--- src/rtl/serial_pkg.sv ---
// Shared definitions for the bit-serial add/subtract datapath.
// - state_e : FSM encodings (IDLE, RUN, DONE)
// - clog2   : width of a counter that must hold 0..value-1 (minimum 1 bit)
package serial_pkg;

  typedef enum logic [1:0] {
    ST_IDLE = 2'd0,
    ST_RUN  = 2'd1,
    ST_DONE = 2'd2
  } state_e;

  function automatic int clog2(input int value);
    int r;
    int v;
    r = 0;
    v = value - 1;
    for (int i = 0; i < 32; i++) begin
      if (v > 0) begin
        r = r + 1;
        v = v >> 1;
      end
    end
    return (r < 1) ? 1 : r;
  endfunction

endpackage

--- src/rtl/full_add.sv ---
// Single-bit full adder cell; the one-bit datapath slice of the serial engine.
// Ports:
//   cin  in  carry in
//   a    in  operand A bit
//   b    in  operand B bit
//   s    out sum bit
//   cout out carry out
module full_add (
  input  logic cin,
  input  logic a,
  input  logic b,
  output logic s,
  output logic cout
);

  assign s    = a ^ b ^ cin;
  assign cout = (a & b) | (a & cin) | (b & cin);

endmodule

--- src/rtl/serial_addsub.sv ---
// Bit-serial two's-complement adder/subtractor. One operand pair is accepted,
// processed LSB-first through a single full_add cell over WIDTH cycles, and the
// result is offered until the consumer takes it.
// Ports:
//   clk, rst_n          clock, asynchronous active-low reset
//   in_valid/in_ready   operand handshake (a, b, sub)
//   a, b                WIDTH-bit operands
//   sub                 0: a+b, 1: a-b (a + ~b + 1)
//   out_valid/out_ready result handshake (sum, cout, ovf)
//   sum                 result modulo 2^WIDTH
//   cout                final carry (for subtract: 1 = no borrow)
//   ovf                 signed overflow
//   dbg_state           current FSM state, for observation only
//
// Handshakes: a transfer happens on a rising edge where valid and ready are
// both 1. in_ready is high only in IDLE; out_valid is high only in DONE and
// stays high, with sum/cout/ovf stable, until out_ready is seen.
module serial_addsub
  import serial_pkg::*;
#(
  parameter int WIDTH = 8
) (
  input  logic             clk,
  input  logic             rst_n,
  input  logic             in_valid,
  output logic             in_ready,
  input  logic [WIDTH-1:0] a,
  input  logic [WIDTH-1:0] b,
  input  logic             sub,
  output logic             out_valid,
  input  logic             out_ready,
  output logic [WIDTH-1:0] sum,
  output logic             cout,
  output logic             ovf,
  output logic [1:0]       dbg_state
);

  localparam int             CW       = clog2(WIDTH);
  localparam logic [CW-1:0]  CNT_LAST = CW'(WIDTH - 1);

  state_e           state_q, state_d;
  logic [WIDTH-1:0] op_a_q, op_a_d;
  logic [WIDTH-1:0] op_b_q, op_b_d;
  logic [WIDTH-1:0] sum_q, sum_d;
  logic [CW-1:0]    cnt_q, cnt_d;
  logic             carry_q, carry_d;
  logic             in_ready_q, in_ready_d;
  logic             out_valid_q, out_valid_d;
  logic             cout_q, cout_d;
  logic             ovf_q, ovf_d;

  logic             fa_s;
  logic             fa_cout;

  full_add u_full_add (
    .cin  (carry_q),
    .a    (op_a_q[0]),
    .b    (op_b_q[0]),
    .s    (fa_s),
    .cout (fa_cout)
  );

  always_comb begin
    state_d     = state_q;
    op_a_d      = op_a_q;
    op_b_d      = op_b_q;
    sum_d       = sum_q;
    cnt_d       = cnt_q;
    carry_d     = carry_q;
    in_ready_d  = in_ready_q;
    out_valid_d = out_valid_q;
    cout_d      = cout_q;
    ovf_d       = ovf_q;

    case (state_q)
      ST_IDLE: begin
        if (in_valid) begin
          // Subtraction folds into addition: invert B here, inject the +1 as carry-in.
          op_a_d     = a;
          op_b_d     = sub ? ~b : b;
          carry_d    = sub;
          cnt_d      = '0;
          sum_d      = '0;
          in_ready_d = 1'b0;
          state_d    = ST_RUN;
        end
      end

      ST_RUN: begin
        // Result bits enter at the MSB so that after WIDTH shifts bit 0 is at the LSB.
        sum_d   = {fa_s, sum_q[WIDTH-1:1]};
        op_a_d  = op_a_q >> 1;
        op_b_d  = op_b_q >> 1;
        carry_d = fa_cout;
        cnt_d   = cnt_q + 1'b1;
        if (cnt_q == CNT_LAST) begin
          // On the MSB slice, carry in vs. carry out differing means signed overflow.
          cout_d      = fa_cout;
          ovf_d       = fa_cout ^ carry_q;
          out_valid_d = 1'b1;
          state_d     = ST_DONE;
        end
      end

      ST_DONE: begin
        if (out_ready) begin
          out_valid_d = 1'b0;
          in_ready_d  = 1'b1;
          state_d     = ST_IDLE;
        end
      end

      default: begin
        out_valid_d = 1'b0;
        in_ready_d  = 1'b1;
        state_d     = ST_IDLE;
      end
    endcase
  end

  always_ff @(posedge clk or negedge rst_n) begin
    if (!rst_n) begin
      state_q     <= ST_IDLE;
      op_a_q      <= '0;
      op_b_q      <= '0;
      sum_q       <= '0;
      cnt_q       <= '0;
      carry_q     <= 1'b0;
      in_ready_q  <= 1'b1;
      out_valid_q <= 1'b0;
      cout_q      <= 1'b0;
      ovf_q       <= 1'b0;
    end else begin
      state_q     <= state_d;
      op_a_q      <= op_a_d;
      op_b_q      <= op_b_d;
      sum_q       <= sum_d;
      cnt_q       <= cnt_d;
      carry_q     <= carry_d;
      in_ready_q  <= in_ready_d;
      out_valid_q <= out_valid_d;
      cout_q      <= cout_d;
      ovf_q       <= ovf_d;
    end
  end

  assign in_ready  = in_ready_q;
  assign out_valid = out_valid_q;
  assign sum       = sum_q;
  assign cout      = cout_q;
  assign ovf       = ovf_q;
  assign dbg_state = state_q;

endmodule
--- config.mk ---
export PLATFORM = sky130hd
export DESIGN_NAME = serial_addsub
export DESIGN_NICKNAME = d
export VERILOG_FILES = /design/src/rtl/serial_pkg.sv /design/src/rtl/full_add.sv /design/src/rtl/serial_addsub.sv
export SDC_FILE = /design/constraint.sdc
export NUM_CORES = 1
export LEC_CHECK = 0
export CAP_MARGIN = 15
export CORE_ASPECT_RATIO = 1.1
export CORE_MARGIN = 8
export CORE_UTILIZATION = 55
export CTS_BUF_LIST = sky130_fd_sc_hd__clkbuf_2
export DETAILED_ROUTE_END_ITERATION = 10
export GPL_ROUTABILITY_DRIVEN = 0
export GPL_TIMING_DRIVEN = 0
export PLACE_DENSITY = 0.89
export SETUP_SLACK_MARGIN = 0.4
export SLEW_MARGIN = 0
export SYNTH_ARGS = -nofsm -noshare
export SYNTH_HDL_FRONTEND = slang
export SYNTH_SLANG_ARGS = --single-unit
--- constraint.sdc ---
create_clock -name clk -period 2.8 [get_ports clk]
set_clock_uncertainty 0.05 [all_clocks]
set_input_delay 0.84 -clock clk [delete_from_list [all_inputs] [get_ports clk]]
set_output_delay 0.84 -clock clk [all_outputs]
set_load 0.02 [all_outputs]
==> flow_metrics.py, run 1 <==
metrics = {
    "outcome": {
        "status": "finished clean",
    },
    "route": {
        "routed_wl_um": 3650,
        "dr_wl_met3_um": 256,
        "wire_per_inst_um": 17.0,
        "antenna_left": 0,
        "dr.pass1.iters": 4,
        "remaining_drc_errors": 0,
        "vias": 1244,
        "initialDrtViolationCount": 51,
        "viasPerCell": 5.79,
        "wl_met2_um": 1810,
        "wl_met1_um": 1530,
        "highest_layer": "met4",
    },
    "pwr": {
        "leakage_uw": 0.000868,
        "ir_drop_mv": 0.875,
        "power_density_nw_per_um2": 1010,
    },
    "finish": {
        "antenna-diode-count": 0,
        "multi_input_area_um2": 628,
        "fin_cells": 215,
        "finish.utilization_pct": 71.9,
        "regArea_um2": 852,
        "num-fill-cells": 228,
        "nets": 205,
        "area_growth_pct": 26.1,
        "design_area_um2": 1960,
        "layout-drive-gt1-share_pct": 11.5,
    },
    "critical_path": {
        "cpPeakStageDelay_ns": 0.63,
        "reg2reg_slack_ns": 1.25,
        "crit_start": "dbg_state[1]",
        "cp_top_family": "buffers and inverters",
        "crit_fanout": 4,
        "setup.worst_path.start_class": "flop",
        "cp_slowest_cell": "clkdlybuf4s50_1",
        "worstPathArrival_ns": 1.44,
        "critPathRequiredTime_ns": 1.91,
        "critical_path.endpoint_type": "primary output",
        "critPathKind": "reg -> out",
        "path_buf_inv": 1,
        "crit_chain": "clkdlybuf4s50_1",
        "worstReg2RegStart": "dbg_state[0]",
    },
    "logic_synthesis": {
        "synthCells": 141,
        "ys.flop_type": "dfrtp_1",
        "synth_top_family_by_area": "compound AO/OA/AOI/OAI gates",
        "ys_ff_latch": 34,
        "synth_compound_area_share_pct": 21.2,
        "synth_seq_area_share_pct": 54.8,
        "synth_simple_gate_area_share_pct": 11.3,
        "ys_top_cells_by_count": "33 x dfrtp_1, 18 x nand2_1, 13 x o21ai_0",
        "ys_warn_count": 0,
        "synth_top_area_share_pct": 53.1,
        "ys_types": 32,
        "synth-adder-area-share_pct": 2.90,
        "async_flop_share_pct": 100,
        "synth_xor_area_share_pct": 5.07,
        "syn_nets": 165,
        "yosysMostFrequentCell": "dfrtp_1",
        "avgSynthCellArea_um2": 11.0,
        "synth-edff-count": 0,
        "synth.area.mux_share_pct": 0,
        "yosysTopAreaCell": "dfrtp_1",
        "synth_area_um2": 1560,
        "synth_area_leaders": "dfrtp_1 53%, a22o_1 5.1%, nand2_1 4.3%",
    },
    "timing": {
        "whs_ns": 0.444,
        "drv_slew": 0,
        "finalSetupViolCount": 0,
        "hold_viol": 0,
        "post-route-period-util_pct": 83.3,
        "rsz0062_at_grt": "false",
        "fin_crit_ns": 2.33,
        "slew_headroom_pct": 50.5,
        "max_freq_mhz": 429,
        "worst_pin_slew_ns": 0.742,
        "tns_ns": 0,
    },
    "floorplan": {
        "initial_core_util_pct": 57.0,
        "num_rows": 20,
        "io_pins": 35,
        "core_um2": 2730,
        "die_h_um": 71.8,
        "die_area_um2": 4790,
        "die_w_um": 66.7,
    },
    "hold_path": {
        "hp-class": "in -> async",
    },
    "placed_design": {
        "io_buffers": 33,
        "dpl_cell_area_um2": 1920,
        "dp_hpwl_um": 2680,
        "placed_cells": 207,
    },
    "global_route": {
        "grt_pass1_vias": 1270,
        "overflow": 0,
        "antenna_found_initial": 0,
        "grt_pass1_wl_um": 5990,
        "grt_max_degree": 35,
        "track_usage_pct": 16.1,
    },
    "clock_network": {
        "cts_inserted_buffers": 5,
        "clock_latency_ns": 0.38,
        "cts.sinks": 34,
        "cts_tree": "built",
        "clk_pin_slew_worst_paths_ns": 0.17,
        "clock_path_buffers": 2,
        "post_cts_buffers": 0,
        "cts-root-buf": "clkbuf_2",
        "h-tree-depth": 2,
    },
    "job": {
        "maxCapViolCount": 0,
    },
}
layer usage:
layer / global-route usage [%] / up-vias
met3: 5.15 / 7
met2: 25.0 / 46
met4: 7.84 / 0
li1: - / 576
met5: 0 / -
met1: 19.4 / 615
registers in the layout, summed over array words and instances (netlist names):
signal,flops
sum,8
carry_q,1
op_a_q,8
dbg_state,2
cnt_q,3
ovf,1
out_valid,1
op_b_q,8
cout,1
in_ready,1
through the flow:
| stage | worst slack [ns] | power [uW] |
|---|---|---|
| CTS | 0.452 | 1990 |
| detailed placement | 0.398 | 1780 |
| floorplan | 1.12 | 1410 |
| global route | 0.407 | 2110 |
| global placement | 0.234 | 1720 |
| finish | 0.468 | 1980 |
report_power, final:
part	internal (uW)	total [uW]	switching (uW)
registers	696	837	140
clock network	61.4	224	163
logic	447	921	473
cells in the final DEF, fill, tap and decap left out, types with 4 or more instances in the layout:
| cell | Yosys | routed |
|---|---|---|
| dfrtp_1 | 33 | 33 |
| a22o_1 | 9 | 9 |
| a221o_2 | 4 | 4 |
| a21oi_1 | 4 | 4 |
| o21ai_0 | 13 | 13 |
| clkbuf_2 | 1 | 7 |
| inv_1 | 4 | 4 |
| a22oi_1 | 7 | 7 |
| clkdlybuf4s50_1 | 0 | 30 |
| xnor2_1 | 7 | 7 |
| nor2_1 | 8 | 8 |
| nand2_1 | 18 | 18 |
layout make-up:
cell class                      count  share of cell area [%]
Clock inverter                      2                   0.446
Inverter                            4                   0.765
Timing Repair Buffer               33                    16.6
Multi-Input combinational cell     93                    32.0
Tap cell                           33                    2.10
Sequential cell                    34                    43.4
Buffer                             10                    3.06
Clock buffer                        6                    1.53
logic make-up (layout without fill, tap and decap cells):
group | count (synthesis) | after routing
xor+xnor | 9 | 9
fa+ha+maj | 3 | 3
simple gates | 37 | 37
flops | 34 | 34
buf+inv | 14 | 55
compound gates | 44 | 44
final timing paths:
check | endpoint | depth (start not counted)
max | dbg_state[1] | 1
max in group asynchronous | op_b_q[2] | 1
min reg2reg | op_a_q[2] | 2
min in group clk | op_a_q[2] | 2
max reg2reg | op_b_q[6] | 5
min | sum[4] | 1
what timing repair did:
action,4_1_cts,5_1_grt
hold buffers,0,0
setup endpoints to repair,1,1
cloned,0,0
resized for setup,1,1
(Power assumes the default switching activity.)
==> run 2, diff against run 1 <==
- CORE_UTILIZATION: 55 -> 51
- PLACE_DENSITY: 0.89 -> 0.84
- clock period: 2.8 -> 2.3 ns (I/O delays scaled with it)
==> run 2 against run 1 <==
Compared with the run above: first-iteration DRC count increased by 27%; cell count decreased by 0.47%; clock power increased by 7%; via count decreased by 4.4%; total power increased by 16%.
==> flow_metrics.py, run 2 (synthesized netlist as in run 1, its figures left out) <==
metrics = {
    "global_route": {
        "grt_max_degree": 35,
        "overflow": 0,
        "track_usage_pct": 14.1,
        "antenna_found_initial": 0,
        "grt_pass1_wl_um": 5410,
        "grt_pass1_vias": 1250,
    },
    "critical_path": {
        "crit_chain": "dlygate4sd2_1",
        "path_buf_inv": 1,
        "critical_path.endpoint_type": "primary output",
        "setup.worst_path.start_class": "flop",
        "cp_top_family": "flip-flops",
        "crit_fanout": 3,
        "critPathRequiredTime_ns": 1.56,
        "critPathKind": "reg -> out",
        "worstPathArrival_ns": 1.11,
        "cp_slowest_cell": "dfrtp_1",
        "cpPeakStageDelay_ns": 0.42,
    },
    "route": {
        "vias": 1189,
        "dr.pass1.iters": 4,
        "wire_per_inst_um": 15.4,
        "antenna_left": 0,
        "routed_wl_um": 3300,
        "initialDrtViolationCount": 65,
        "viasPerCell": 5.56,
        "remaining_drc_errors": 0,
    },
    "clock_network": {
        "cts_inserted_buffers": 5,
        "cts.sinks": 34,
        "clock_latency_ns": 0.36,
        "h-tree-depth": 2,
        "cts-root-buf": "clkbuf_2",
        "cts_tree": "built",
        "post_cts_buffers": 0,
        "clk_pin_slew_worst_paths_ns": 0.15,
        "clock_path_buffers": 2,
    },
    "timing": {
        "slew_headroom_pct": 50.9,
        "drv_slew": 0,
        "hold_viol": 0,
        "tns_ns": 0,
        "worst_pin_slew_ns": 0.737,
        "post-route-period-util_pct": 80.3,
        "rsz0062_at_grt": "true",
        "finalSetupViolCount": 0,
        "fin_crit_ns": 1.85,
        "worst_slack_ns": 0.453,
        "max_freq_mhz": 541,
    },
    "floorplan": {
        "die_h_um": 73.9,
        "num_rows": 21,
        "die_area_um2": 5070,
        "die_w_um": 68.7,
        "initial_core_util_pct": 52.4,
        "core_um2": 2970,
        "io_pins": 35,
    },
    "hold_path": {
        "hp-class": "in -> async",
    },
    "pwr": {
        "ir_drop_mv": 0.747,
        "leakage_uw": 0.000880,
        "power_density_nw_per_um2": 1190,
    },
    "finish": {
        "layout-drive-gt1-share_pct": 12.2,
        "final_common_cell": "dfrtp_1",
        "mostFrequentLayoutCells": "33 x dfrtp_1, 18 x nand2_1, 18 x clkdlybuf4s50_1",
        "area_growth_pct": 24.1,
        "nets": 205,
        "antenna-diode-count": 0,
    },
    "job": {
        "maxCapViolCount": 0,
    },
    "placed_design": {
        "dp_worst_setup_slack_ns": 0.117,
        "dp_hpwl_um": 2530,
        "io_buffers": 33,
    },
    "outcome": {
        "status": "finished clean",
    },
}
==> run 2: cell count changes in the layout (fill, tap and decap cells not counted) <==
cell / delta
clkbuf_2: +2
clkdlybuf4s15_1: +5
clkdlybuf4s50_1: -12
dlygate4sd2_1: +5
dlymetal6s2s_1: -1
clkinv_2: -1
==> run 2: metrics by stage <==
stage | hold slack (ns) | area, um2 | util (%) | power, uW | instances
finish | 0.325 | 1930 | 65.0 | 2300 | 214
floorplan | 0.344 | 1560 | - | 1720 | 141
detailed placement | 0.424 | 1920 | 64.8 | 2160 | 208
global placement | 0.414 | 1930 | 64.9 | 2100 | 208
global route | 0.361 | 1930 | 65.0 | 2450 | 214
CTS | 0.327 | 1940 | 65.2 | 2320 | 214
==> run 2: cell type report <==
cell class              instances  area (um2)
clock buffers                   5        25.0
well taps                      34        42.5
fillers                       253        1040
flip-flops and latches         34         852
clock inverters                 1        3.75
plain buffers                  10        60.1
multi-input cells              93         628
repair buffers                 33         303
inverters                       4        15.0
==> run 2: what timing repair did <==
item | in CTS | in global routing
gates resized for setup | 15 | 10
pin swaps | 0 | 0
endpoints found under the setup margin | 14 | 8
hold buffers | 0 | 0
==> run 2: power by group <==
group / total [uW] / leakage [uW] / internal [uW] / switching, uW
sequential: 1010 / 0.000436 / 848 / 160
combinational: 1050 / 0.000422 / 483 / 565
clock: 239 / 0.0000223 / 60.4 / 179
total: 2300 / 0.000880 / 1390 / 904
==> run 2: per-layer routing <==
| metal | vias up | track usage [%] | wire length, um |
|---|---|---|---|
| met4 | 0 | 5.47 | 42 |
| met3 | 6 | 4.88 | 203 |
| met5 | - | 0 | 0 |
| li1 | 573 | - | - |
| met2 | 30 | 24.0 | 1700 |
| met1 | 580 | 15.4 | 1350 |
==> run 2: final timing paths <==
path | end | start | slack, ns | cells after the start
min in group clk | cout | cout | 0.45 | 2
max reg2reg | sum[7] | dbg_state[1] | 0.80 | 5
max in group asynchronous | op_a_q[3] | rst_n | 1.42 | 1
min | sum[4] | rst_n | 0.32 | 1
min reg2reg | cout | cout | 0.45 | 2
max | sum[1] | sum[1] | 0.45 | 1
==> run 3, diff against run 2 <==
- CORE_UTILIZATION: 51 -> 46
- PLACE_DENSITY: 0.84 -> 0.8
- clock period: 2.3 -> 1.65 ns (I/O delays scaled with it)
==> run 3 against run 2 <==
Compared with the run above: clock power is 56% higher; sequential share of layout area fell by 10 points; die area increased by 8.4%; largest power group unchanged.
==> flow_metrics.py, run 3 (synthesized netlist as in run 1, its figures left out) <==
metrics = {
    "critical_path": {
        "reg2reg_slack_ns": 0.20,
        "cp_top_family": "flip-flops",
        "crit_chain": "buf_6",
        "r2r-end": "op_b_q[4]",
        "crit_start": "in_ready",
        "cpPeakStageDelay_ns": 0.58,
        "path_buf_inv": 1,
        "crit_end": "in_ready",
        "critPathKind": "reg -> out",
        "worstReg2RegStart": "dbg_state[1]",
        "worstPathArrival_ns": 1.05,
        "critPathRequiredTime_ns": 1.10,
        "critical_path.endpoint_type": "primary output",
        "reg2reg_depth": 4,
        "cp_slowest_cell": "dfstp_2",
        "crit_fanout": 2,
        "cp.depth": 1,
        "setup.worst_path.start_class": "flop",
    },
    "pwr": {
        "p_int_uw": 2770,
        "finalPower_uw": 4510,
        "power_frac_seq_pct": 32.2,
        "pwr-share-clk_pct": 8.3,
        "leakage_uw": 0.00116,
        "netSwitchingFraction_pct": 38.6,
        "p_sw_uw": 1740,
        "p_comb_share_pct": 59.6,
        "ir_drop_mv": 1.11,
        "power_density_nw_per_um2": 1790,
    },
    "floorplan": {
        "io_pins": 35,
        "die_w_um": 71.4,
        "core_um2": 3280,
        "die_area_um2": 5500,
        "die_h_um": 77.0,
        "initial_core_util_pct": 47.5,
        "num_rows": 22,
    },
    "timing": {
        "hold_viol": 0,
        "rsz0062_at_grt": "true",
        "worst_pin_slew_ns": 0.746,
        "drv_slew": 0,
        "post-route-period-util_pct": 96.8,
        "max_freq_mhz": 626,
        "fin_crit_ns": 1.60,
        "whs_ns": 0.114,
        "worst_slack_ns": 0.0522,
        "finalSetupViolCount": 0,
        "slew_headroom_pct": 50.3,
    },
    "global_route": {
        "antenna_found_initial": 0,
        "grt_max_degree": 35,
        "overflow": 0,
        "grt_pass1_vias": 1472,
        "track_usage_pct": 16.4,
        "grt_pass1_wl_um": 7050,
    },
    "finish": {
        "design_area_um2": 2520,
        "nets": 240,
        "final_common_cell": "dfrtp_1",
        "mostFrequentLayoutCells": "31 x dfrtp_1, 27 x buf_4, 24 x buf_6",
        "layout-drive-gt1-share_pct": 49.8,
        "num-fill-cells": 208,
        "multi_input_area_um2": 805,
        "area_growth_pct": 62.0,
        "regArea_um2": 855,
        "antenna-diode-count": 0,
    },
    "route": {
        "routed_wl_um": 4660,
        "vias": 1424,
        "initialDrtViolationCount": 87,
        "remaining_drc_errors": 0,
        "viasPerCell": 5.63,
        "wire_per_inst_um": 18.4,
        "antenna_left": 0,
        "dr.pass1.iters": 4,
    },
    "placed_design": {
        "dpl_cell_area_um2": 1960,
        "io_buffers": 33,
        "dp_hpwl_um": 2710,
        "dp_worst_setup_slack_ns": -0.381,
    },
    "clock_network": {
        "clock_latency_ns": 0.37,
        "cts.sinks": 34,
        "cts-root-buf": "clkbuf_2",
        "cts_tree": "built",
        "clock_path_buffers": 2,
        "clk_pin_slew_worst_paths_ns": 0.17,
        "cts_inserted_buffers": 5,
        "h-tree-depth": 2,
    },
    "hold_path": {
        "hp-class": "in -> async",
    },
    "job": {
        "maxCapViolCount": 0,
    },
    "outcome": {
        "status": "finished clean",
    },
}
## run 3: cell types whose count changed in the layout (fill, tap and decap cells not counted), moves of 8 or more
cell / delta
nand2_1: -9
buf_4: +24
o21ai_1: +8
buf_6: +23
o21ai_0: -13
## run 3: final cells by class
cell class	count	area share, %
Multi-Input combinational cell	94	31.9
Buffer	10	5.31
Tap cell	36	1.79
Sequential cell	34	33.9
Timing Repair Buffer	67	24.6
Inverter	4	0.894
Clock buffer	6	1.19
Clock inverter	2	0.348
## run 3: worst min path at each step
stage / to / cells past startpoint / slack (ns) / start
after detailed placement: op_a_q[4] / 2 / 0.43 / op_a_q[4]
final: cnt_q[0] / 1 / 0.11 / rst_n
after global placement: op_a_q[2] / 2 / 0.41 / op_a_q[2]
after floorplan: carry_q / 0 / 0.15 / rst_n
after CTS: cnt_q[0] / 1 / 0.12 / rst_n
after global routing: ovf / 1 / 0.13 / rst_n
## run 3: metal layers
layer	wire length (um)	global-route usage [%]
met5	0	0
met4	116	6.88
met3	238	5.07
met2	2430	28.7
met1	1870	17.5
## run 3: what timing repair did
item / in CTS / in global routing
endpoints found under the setup margin: 46 / 48
resized for setup: 140 / 25
endpoints found under the hold margin: 0 / 0
pin swaps: 23 / 10
hold buffers: 0 / 0
gates cloned: 4 / 0
buffers inserted: 22 / 9
## run 3: stage by stage
stage          cells  utilization, %  setup TNS, ns
3_5_place_dp     210            59.7          -6.67
2_1_floorplan    141               -              0
4_1_cts          244            72.2              0
3_3_place_gp     210            59.9         -25.51
6_report         253            76.9              0
5_1_grt          253            76.9       -0.00604
## run 3: power groups by stage
stage                     Combinational, uW  Clock (uW)  Sequential [uW]
after global placement                 1570           0             1410
after global routing                   2870         424             1480
final                                  2680         372             1450
after detailed placement               1650           0             1440
after CTS                              2320         384             1420
after floorplan                         875           0             1570
## run 3: worst register-to-register path, delay by kind of cell, from the launching register on
family          cells  cell delay (ns)
buf+inv             2             0.28
flops               1             0.46
compound gates      2             0.57
